[config.mk]
export PLATFORM = sky130hd
export DESIGN_NAME = complete_bus_arbiter
export DESIGN_NICKNAME = d
export VERILOG_FILES = /design/src/rtl/core_types_pkg.sv /design/src/rtl/rr_two_grant_picker.sv /design/src/rtl/complete_bus_arbiter.sv
export SDC_FILE = /design/constraint.sdc
export NUM_CORES = 1
export LEC_CHECK = 0
export ABC_AREA = 1
export ABC_CLOCK_PERIOD_IN_PS = 4910
export CAP_MARGIN = 40
export CELL_PAD_IN_SITES_DETAIL_PLACEMENT = 0
export CELL_PAD_IN_SITES_GLOBAL_PLACEMENT = 1
export CORE_MARGIN = 1
export CORE_UTILIZATION = 30
export DETAILED_ROUTE_END_ITERATION = 7
export PLACE_DENSITY_LB_ADDON = 0.1
export SYNTH_ARGS = -nofsm -noshare
export SYNTH_HDL_FRONTEND = slang
export SYNTH_SLANG_ARGS = --single-unit
[constraint.sdc]
create_clock -name CLK -period 4.91 [get_ports CLK]
set_clock_uncertainty 0.2 [all_clocks]
set_input_delay 0.491 -clock CLK [delete_from_list [all_inputs] [get_ports CLK]]
set_output_delay 0.491 -clock CLK [all_outputs]
set_load 0.03 [all_outputs]
[src/rtl/core_types_pkg.sv]
// Shared core types: physical register tags, data words, ROB indices and the
// completion request payload carried on the complete buses.
package core_types_pkg;

  localparam int unsigned NUM_PHYS_REGS    = 128;
  localparam int unsigned NUM_ROB_ENTRIES  = 32;
  localparam int unsigned NUM_COMPLETE_REQ = 4;

  localparam int unsigned PHYS_REG_TAG_W = $clog2(NUM_PHYS_REGS);
  localparam int unsigned WORD_W         = 32;
  localparam int unsigned ROB_INDEX_W    = $clog2(NUM_ROB_ENTRIES);

  typedef logic [PHYS_REG_TAG_W-1:0] phys_reg_tag_t;
  typedef logic [WORD_W-1:0]         word_t;
  typedef logic [ROB_INDEX_W-1:0]    rob_index_t;

  typedef struct packed {
    phys_reg_tag_t dest_phys_reg_tag;
    word_t         data;
    rob_index_t    rob_index;
  } complete_req_t;

endpackage

[src/rtl/rr_two_grant_picker.sv]
// Combinational round-robin picker: finds the first two valid requesters in
// circular order starting at rr_ptr (rotate, two priority encodes, un-rotate).
module rr_two_grant_picker #(
  parameter int unsigned NUM_REQ     = 4,
  parameter int unsigned LOG_NUM_REQ = $clog2(NUM_REQ)
) (
  input  logic [NUM_REQ-1:0]     req_valid,
  input  logic [LOG_NUM_REQ-1:0] rr_ptr,
  output logic                   g0_valid,
  output logic [LOG_NUM_REQ-1:0] g0_index,
  output logic                   g1_valid,
  output logic [LOG_NUM_REQ-1:0] g1_index
);

  logic [NUM_REQ-1:0]     rot_valid;
  logic [LOG_NUM_REQ-1:0] g0_rot;
  logic [LOG_NUM_REQ-1:0] g1_rot;

  // Modulo-NUM_REQ add; works for non-power-of-two requester counts.
  function automatic logic [LOG_NUM_REQ-1:0] wrap_add(
    input logic [LOG_NUM_REQ-1:0] base,
    input logic [LOG_NUM_REQ-1:0] off
  );
    logic [LOG_NUM_REQ:0] sum;
    sum = {1'b0, base} + {1'b0, off};
    if (sum >= (LOG_NUM_REQ+1)'(NUM_REQ)) begin
      sum = sum - (LOG_NUM_REQ+1)'(NUM_REQ);
    end
    return sum[LOG_NUM_REQ-1:0];
  endfunction

  always_comb begin
    rot_valid = '0;
    for (int unsigned k = 0; k < NUM_REQ; k++) begin
      rot_valid[k] = req_valid[wrap_add(rr_ptr, LOG_NUM_REQ'(k))];
    end
  end

  always_comb begin
    g0_valid = 1'b0;
    g0_rot   = '0;
    for (int unsigned k = 0; k < NUM_REQ; k++) begin
      if (rot_valid[k] && !g0_valid) begin
        g0_valid = 1'b1;
        g0_rot   = LOG_NUM_REQ'(k);
      end
    end
  end

  // Second encode skips the first winner; everything left lies after it.
  always_comb begin
    g1_valid = 1'b0;
    g1_rot   = '0;
    for (int unsigned k = 0; k < NUM_REQ; k++) begin
      if (rot_valid[k] && (LOG_NUM_REQ'(k) != g0_rot) && !g1_valid) begin
        g1_valid = 1'b1;
        g1_rot   = LOG_NUM_REQ'(k);
      end
    end
  end

  assign g0_index = wrap_add(rr_ptr, g0_rot);
  assign g1_index = wrap_add(rr_ptr, g1_rot);

endmodule

[src/rtl/complete_bus_arbiter.sv]
// Arbitrates NUM_REQ functional-unit completions onto two registered complete
// buses, round-robin, bus 0 always filled before bus 1.
module complete_bus_arbiter
  import core_types_pkg::*;
#(
  parameter int unsigned NUM_REQ     = NUM_COMPLETE_REQ,
  parameter int unsigned LOG_NUM_REQ = $clog2(NUM_REQ)
) (
  input  logic          CLK,
  input  logic          nRST,
  output logic          DUT_error,

  input  logic [NUM_REQ-1:0] req_valid,
  output logic [NUM_REQ-1:0] req_ready,
  input  phys_reg_tag_t      req_dest_phys_reg_tag [NUM_REQ],
  input  word_t              req_data              [NUM_REQ],
  input  rob_index_t         req_rob_index         [NUM_REQ],

  output logic          complete_bus_0_valid,
  output phys_reg_tag_t complete_bus_0_dest_phys_reg_tag,
  output word_t         complete_bus_0_data,
  output rob_index_t    complete_bus_0_rob_index,

  output logic          complete_bus_1_valid,
  output phys_reg_tag_t complete_bus_1_dest_phys_reg_tag,
  output word_t         complete_bus_1_data,
  output rob_index_t    complete_bus_1_rob_index
);

  complete_req_t          req_payload [NUM_REQ];
  complete_req_t          g0_req;
  complete_req_t          g1_req;
  logic                   g0_valid;
  logic                   g1_valid;
  logic [LOG_NUM_REQ-1:0] g0_index;
  logic [LOG_NUM_REQ-1:0] g1_index;

  logic                   bus0_valid_d, bus0_valid_q;
  logic                   bus1_valid_d, bus1_valid_q;
  complete_req_t          bus0_d, bus0_q;
  complete_req_t          bus1_d, bus1_q;
  logic [LOG_NUM_REQ-1:0] rr_ptr_d, rr_ptr_q;
  logic                   dut_error_d, dut_error_q;

  function automatic logic [LOG_NUM_REQ-1:0] ptr_inc(input logic [LOG_NUM_REQ-1:0] p);
    if (p == LOG_NUM_REQ'(NUM_REQ - 1)) begin
      return '0;
    end
    return p + LOG_NUM_REQ'(1);
  endfunction

  always_comb begin
    for (int unsigned i = 0; i < NUM_REQ; i++) begin
      req_payload[i].dest_phys_reg_tag = req_dest_phys_reg_tag[i];
      req_payload[i].data              = req_data[i];
      req_payload[i].rob_index         = req_rob_index[i];
    end
  end

  rr_two_grant_picker #(
    .NUM_REQ    (NUM_REQ),
    .LOG_NUM_REQ(LOG_NUM_REQ)
  ) u_picker (
    .req_valid(req_valid),
    .rr_ptr   (rr_ptr_q),
    .g0_valid (g0_valid),
    .g0_index (g0_index),
    .g1_valid (g1_valid),
    .g1_index (g1_index)
  );

  assign g0_req = req_payload[g0_index];
  assign g1_req = req_payload[g1_index];

  // Grants are suppressed while reset is held so no handshake is lost.
  always_comb begin
    req_ready = '0;
    if (nRST) begin
      if (g0_valid) req_ready[g0_index] = 1'b1;
      if (g1_valid) req_ready[g1_index] = 1'b1;
    end
  end

  always_comb begin
    bus0_valid_d = g0_valid;
    bus1_valid_d = g1_valid;
    bus0_d       = bus0_q;
    bus1_d       = bus1_q;
    rr_ptr_d     = rr_ptr_q;
    if (g0_valid) begin
      bus0_d   = g0_req;
      rr_ptr_d = ptr_inc(g0_index);
    end
    if (g1_valid) begin
      bus1_d   = g1_req;
      rr_ptr_d = ptr_inc(g1_index);
    end
    dut_error_d = (g0_valid && (g0_req.dest_phys_reg_tag == '0)) ||
                  (g1_valid && ((g1_req.dest_phys_reg_tag == '0) ||
                                (g1_req.dest_phys_reg_tag == g0_req.dest_phys_reg_tag)));
  end

  always_ff @(posedge CLK) begin
    if (!nRST) begin
      bus0_valid_q <= 1'b0;
      bus1_valid_q <= 1'b0;
      bus0_q       <= '0;
      bus1_q       <= '0;
      rr_ptr_q     <= '0;
      dut_error_q  <= 1'b0;
    end else begin
      bus0_valid_q <= bus0_valid_d;
      bus1_valid_q <= bus1_valid_d;
      bus0_q       <= bus0_d;
      bus1_q       <= bus1_d;
      rr_ptr_q     <= rr_ptr_d;
      dut_error_q  <= dut_error_d;
    end
  end

  assign DUT_error                        = dut_error_q;
  assign complete_bus_0_valid             = bus0_valid_q;
  assign complete_bus_0_dest_phys_reg_tag = bus0_q.dest_phys_reg_tag;
  assign complete_bus_0_data              = bus0_q.data;
  assign complete_bus_0_rob_index         = bus0_q.rob_index;
  assign complete_bus_1_valid             = bus1_valid_q;
  assign complete_bus_1_dest_phys_reg_tag = bus1_q.dest_phys_reg_tag;
  assign complete_bus_1_data              = bus1_q.data;
  assign complete_bus_1_rob_index         = bus1_q.rob_index;

endmodule

==> results of run 1 <==
## final cells by class
| class | count | area [sq um] | area share, % |
|---|---|---|---|
| Multi-Input combinational cell | 868 | 4098 | 41.85 |
| Timing Repair Buffer | 293 | 2903 | 29.64 |
| Sequential cell | 93 | 1862 | 19.01 |
| Tap cell | 275 | 344.1 | 3.514 |
| Inverter | 74 | 281.5 | 2.875 |
| Clock buffer | 13 | 260.3 | 2.658 |
| Clock inverter | 3 | 43.79 | 0.4472 |
## how the worst max path moves through the flow
stage                         to         start  depth (start not counted)  slack [ps]
finish              req_ready[0]   rr_ptr_q[0]                         17         300
global placement    req_ready[0]  req_valid[3]                         17         450
detailed placement  req_ready[0]  req_valid[3]                         17         440
floorplan           req_ready[3]   rr_ptr_q[0]                         18        1060
global route        req_ready[0]   rr_ptr_q[0]                         17         0.2
CTS                 req_ready[0]   rr_ptr_q[0]                         17         270
## registers in the layout, indices dropped and copies added (netlist names)
| signal | count |
|---|---|
| complete_bus_1_rob_index | 5 |
| complete_bus_1_valid | 1 |
| complete_bus_0_dest_phys_reg_tag | 7 |
| DUT_error | 1 |
| complete_bus_0_data | 32 |
| complete_bus_1_data | 32 |
| rr_ptr_q | 2 |
| complete_bus_0_rob_index | 5 |
| complete_bus_1_dest_phys_reg_tag | 7 |
| complete_bus_0_valid | 1 |
## layout by cell type (no fill, tap or decap)
| cell | count |
|---|---|
| clkdlybuf4s50_1 | 273 |
| inv_1 | 67 |
| nand3_1 | 203 |
| nand2_1 | 361 |
| or2_2 | 3 |
| ha_4 | 1 |
| o22ai_1 | 2 |
| buf_16 | 1 |
| clkinv_4 | 1 |
| nand3_4 | 1 |
| o21ai_2 | 2 |
| buf_4 | 19 |
| nor2_4 | 2 |
| a21oi_4 | 1 |
| inv_2 | 4 |
| nand2_4 | 2 |
| nand2_2 | 9 |
| clkbuf_1 | 2 |
| nor2_2 | 1 |
| nand3_2 | 2 |
| xor2_1 | 2 |
| ha_2 | 1 |
| o21ai_1 | 5 |
| o21ai_0 | 133 |
| o211ai_1 | 42 |
| a22o_1 | 3 |
| nor3_1 | 4 |
| clkbuf_16 | 9 |
| mux2i_1 | 1 |
| bufinv_16 | 1 |
| nor2_1 | 79 |
| dfxtp_1 | 93 |
| ha_1 | 8 |
| clkinv_2 | 4 |
| clkbuf_8 | 2 |
## worst register-to-register path, delay by kind of cell, from the launching register on
family	cells	cell delay (ps)
adder cells (fa/ha/maj)	2	450
XOR/XNOR	1	280
buffers and inverters	3	560
AND/OR/NAND/NOR	8	960
flip-flops	1	570
AO/OA/AOI/OAI	3	650
## per-layer routing
metal / up-vias / global-route usage, % / share of wire (%)
met5: - / 0 / 0
met1: 3607 / 32.81 / 46
met3: 27 / 5.394 / 6.7
li1: 4116 / - / -
met4: 0 / 7.323 / 2.1
met2: 265 / 39.65 / 46
## kinds of logic after synthesis
group	synth area share, %
XOR/XNOR	0.2661
flip-flops	28.27
AND/OR/NAND/NOR	43.11
AO/OA/AOI/OAI	16.26
multiplexers	0.1520
adder cells (fa/ha/maj)	1.900
buffers and inverters	10.03
## stage by stage
step / std cells / instance area [sq um]
floorplan: 1118 / 6585
global placement: 1602 / 9460
detailed placement: 1603 / 9488
CTS: 1619 / 9792
global route: 1619 / 9792
finish: 1619 / 9792
==> impl_metrics.csv, run 1 <==
group,metric,value,unit
timing,relSlewSlack,42.26,%
die,coreArea,21290,sq um
die,io_pins,277,
timing,setup_viol_count_final,0,
synthesis,synth_cell_type_count,31,
grt,grt_pass1_wl,42170,microns
critical_path,reg2reg_depth,17,
synthesis,synth_warnings,0,
critical_path,arrival,3920,ps
run_status,status,"finished clean",
synthesis,ys_seq_elements,93,
synthesis,syn_nets,1310,
layout,antenna_cells,0,
critical_path,startpoint_type,"flip-flop",
grt,grt_pass1_vias,7502,
detailed_routing,wire_per_inst,17.14,microns
timing,setup_ws,299.1,ps
critical_path,worstPathRequired,4220,ps
synthesis,seq_area_frac_synth,28.27,%
grt,gr-usage-all-layers,24.65,%
critical_path,end_kind,"output port",
synthesis,synth_top_area_share,28.27,%
grt,grt-ovfl-total,0,
die,die_w,150.2,microns
clocking,cts_made_buffers,9,
detailed_routing,via_count,8015,
placement,portBuffers,276,
critical_path,critPathMostFrequentCell,"nand2_1",
critical_path,crit_buf_inv,5,
critical_path,slowest_stage,"clkdlybuf4s50_1",
synthesis,synth_edf_count,0,
min_path,hp-start,"complete_bus_0_data[11]",
detailed_routing,wl,27750,microns
detailed_routing,via_per_inst,4.951,
min_path,min_delay_worst_endpoint,"complete_bus_0_data[11]",
critical_path,path_delay_family,"buffers and inverters",
timing,setup_tns,0,ps
detailed_routing,ant_nets,0,
critical_path,rrSetupSlack,1120,ps
layout,utilization,46.00,%
grt,grt_max_degree,79,
timing,hold_ws,266.9,ps
critical_path,crit_type,"flip-flop to output port",
placement,dp_hpwl,19800,microns
critical_path,cp_slowest_stage_delay,720,ps
clocking,worstSkewPairLatency,350,ps
clocking,postCtsHoldBufs,0,
layout,syn_to_final_growth,48.70,%
timing,rsz0062_at_grt,"false",
synthesis,synth_commonest_cells,"nand2_1 (361), nand3_1 (203), o21ai_0 (133)",
synthesis,yosysMostFrequentCell,"nand2_1",
detailed_routing,drc,0,
die,die-height,150.2,microns
critical_path,worstPathCellList,"inv_2, nand2_1, nand3_1, nand2_1, inv_1, nand3_1, nand2_1, o21ai_0, ha_4, xor2_1, inv_1, nand3_4, nand2_4, inv_2, ha_1, a22o_1, clkdlybuf4s50_1",
clocking,cts_setup_buffers,0,
timing,fin_crit,4611,ps
synthesis,ys.flop_type,"dfxtp_1",
clocking,clk_pin_slew,70,ps
timing,drv_slew,0,
synthesis,synthTopCellsByArea,"dfxtp_1 (28%), nand2_1 (21%), nand3_1 (15%)",
critical_path,path_max_fanout,10,
synthesis,synth_area,6585,sq um
synthesis,syn_inst,1118,
timing,timing.final.crit_share,93.91,%
grt,antenna_found_initial,0,
timing,hold_violations,0,
synthesis,yosysTopAreaCell,"dfxtp_1",
job,maxCapViolations,0,
critical_path,r2r-start,"rr_ptr_q[0]",
min_path,hold_class,"flip-flop to flip-flop",
die,rows,53,
timing,tightest_slew,866.1,ps
detailed_routing,first_iter_violations,431,
timing,fmax,216.9,MHz
layout,fillers,2267,
placement,gp_congestion,0.8746,
clocking,postCtsResizedCells,0,
layout,final_nets,1531,
clocking,h-tree-depth,3,
clocking,cts_tree,"yes",
synthesis,syn_avg_cell_area,5.890,sq um
synthesis,ys_async_sr_fraction,0,%
clocking,root_buffer,"clkbuf_16",
clocking,cts_buffer_depth,2,
layout,drive_above_1_share,4.911,%
min_path,hold_depth,2,
clocking,clock-sinks,93,
critical_path,r2r-end,"rr_ptr_q[0]",
placement,post-place-ws,437.5,ps
detailed_routing,dr.pass1.iters,4,
die,dieArea,22550,sq um
die,start_util,30.94,%
Power of run 1 is not shown: default switching activity piles up to over one toggle a cycle in this logic, so the estimate is an artifact.
==> inputs of run 2 (changes only) <==
- RECOVER_POWER: unset -> 50
==> impl_metrics.csv, run 2 (synthesis results as in run 1) <==
group,metric,value,unit
grt,grt_pass1_vias,7502,
detailed_routing,via_count,8022,
detailed_routing,dr.pass1.iters,5,
timing,relSlewSlack,14.47,%
timing,setup_tns,0,ps
run_status,status,"finished clean",
clocking,cts_made_buffers,9,
die,start_util,30.94,%
placement,gp_congestion,0.8746,
critical_path,r2r-start,"rr_ptr_q[0]",
job,maxCapViolations,0,
detailed_routing,wl_met1,12520,microns
timing,setup_ws,287.3,ps
timing,tightest_slew,1283,ps
detailed_routing,drc,0,
detailed_routing,via_per_inst,4.955,
layout,final_common_cell,"nand2_1",
critical_path,critPathMostFrequentCell,"nand2_1",
clocking,postCtsHoldBufs,0,
min_path,hp-start,"complete_bus_0_data[11]",
timing,timing.final.crit_share,94.15,%
detailed_routing,first_iter_violations,499,
critical_path,reg2reg_depth,17,
grt,grt_pass1_wl,42170,microns
grt,antenna_found_initial,0,
detailed_routing,wl,27740,microns
critical_path,startpoint_type,"flip-flop",
timing,hold_violations,0,
critical_path,crit_type,"flip-flop to output port",
critical_path,end_kind,"output port",
clocking,cts_buffer_depth,2,
layout,final_cell_mix,"nand2_1 (361), nand3_1 (203), clkdlybuf4s50_1 (182)",
die,die_w,150.2,microns
die,coreArea,21290,sq um
die,dieArea,22550,sq um
timing,setup_viol_count_final,0,
clocking,worstSkewPairLatency,350,ps
critical_path,path_max_fanout,10,
clocking,clk_pin_slew,70,ps
layout,fillers,2268,
grt,grt-ovfl-total,0,
min_path,hold_class,"flip-flop to flip-flop",
clocking,cts_setup_buffers,0,
min_path,hold_depth,2,
clocking,cts_tree,"yes",
layout,syn_to_final_growth,48.64,%
die,die-height,150.2,microns
critical_path,worstPathCellList,"inv_2, nand2_1, nand3_1, nand2_1, inv_1, nand3_1, nand2_1, o21ai_0, ha_4, xor2_1, inv_1, nand3_4, nand2_4, inv_2, ha_1, a22o_1, clkdlybuf4s50_1",
detailed_routing,wire_per_inst,17.14,microns
timing,fin_crit,4623,ps
detailed_routing,wl_met3,1944,microns
placement,dp_hpwl,19800,microns
layout,drive_above_1_share,4.836,%
placement,post-place-ws,437.5,ps
critical_path,slowest_stage,"clkdlybuf4s50_1",
detailed_routing,routed.top_layer,"met4",
timing,hold_ws,263.7,ps
die,io_pins,277,
layout,final_nets,1531,
die,rows,53,
timing,drv_slew,0,
critical_path,startpoint,"rr_ptr_q[0]",
timing,fmax,216.3,MHz
critical_path,arrival,3930,ps
detailed_routing,wl_met2,12700,microns
timing,rsz0062_at_grt,"false",
placement,portBuffers,276,
detailed_routing,ant_nets,0,
critical_path,worstPathRequired,4220,ps
grt,gr-usage-all-layers,24.65,%
layout,utilization,45.98,%
clocking,root_buffer,"clkbuf_16",
layout,antenna_cells,0,
critical_path,cp_slowest_stage_delay,720,ps
clocking,postCtsResizedCells,0,
grt,grt_max_degree,79,
clocking,h-tree-depth,3,
clocking,clock-sinks,93,
==> run 2: cell types whose count changed in the layout (fill, tap and decap cells not counted) <==
cell             change
dlygate4sd3_1       +91
buf_4                -1
clkbuf_1             +1
clkdlybuf4s50_1     -91
==> run 2: worst paths after layout <==
kind,endpoint,slack (ps)
worst max-delay path,req_ready[0],290
worst min-delay path,complete_bus_0_data[11],260
worst max register to register,rr_ptr_q[0],1120
worst min register to register,complete_bus_0_data[11],260
==> run 2: metal layers <==
| metal | up-vias | track usage (%) |
|---|---|---|
| li1 | 4112 | - |
| met1 | 3620 | 32.81 |
| met2 | 263 | 39.65 |
| met3 | 27 | 5.394 |
| met4 | 0 | 7.323 |
| met5 | - | 0 |
==> run 2: cell type report <==
type	instances	area, sq um	area share, %
Sequential cell	93	1862	19.02
Multi-Input combinational cell	868	4098	41.86
Tap cell	275	344.1	3.515
Clock buffer	13	260.3	2.659
Inverter	74	281.5	2.876
Timing Repair Buffer	293	2899	29.62
Clock inverter	3	43.79	0.4474
==> run 2: worst max-delay path: cells and delay by family, from the launching register on <==
family                   cells  cell delay, ps
buffers and inverters        5            1100
AND/OR/NAND/NOR              7             900
flip-flops                   1             570
AO/OA/AOI/OAI                2             410
adder cells (fa/ha/maj)      2             310
XOR/XNOR                     1             270
==> run 2: metrics by stage <==
| stage | instance area, sq um | instances |
|---|---|---|
| after floorplan | 6585 | 1118 |
| after CTS | 9792 | 1619 |
| final | 9788 | 1619 |
| after global routing | 9788 | 1619 |
| after detailed placement | 9488 | 1603 |
| after global placement | 9460 | 1602 |
Power of run 2 is left out for the same reason.
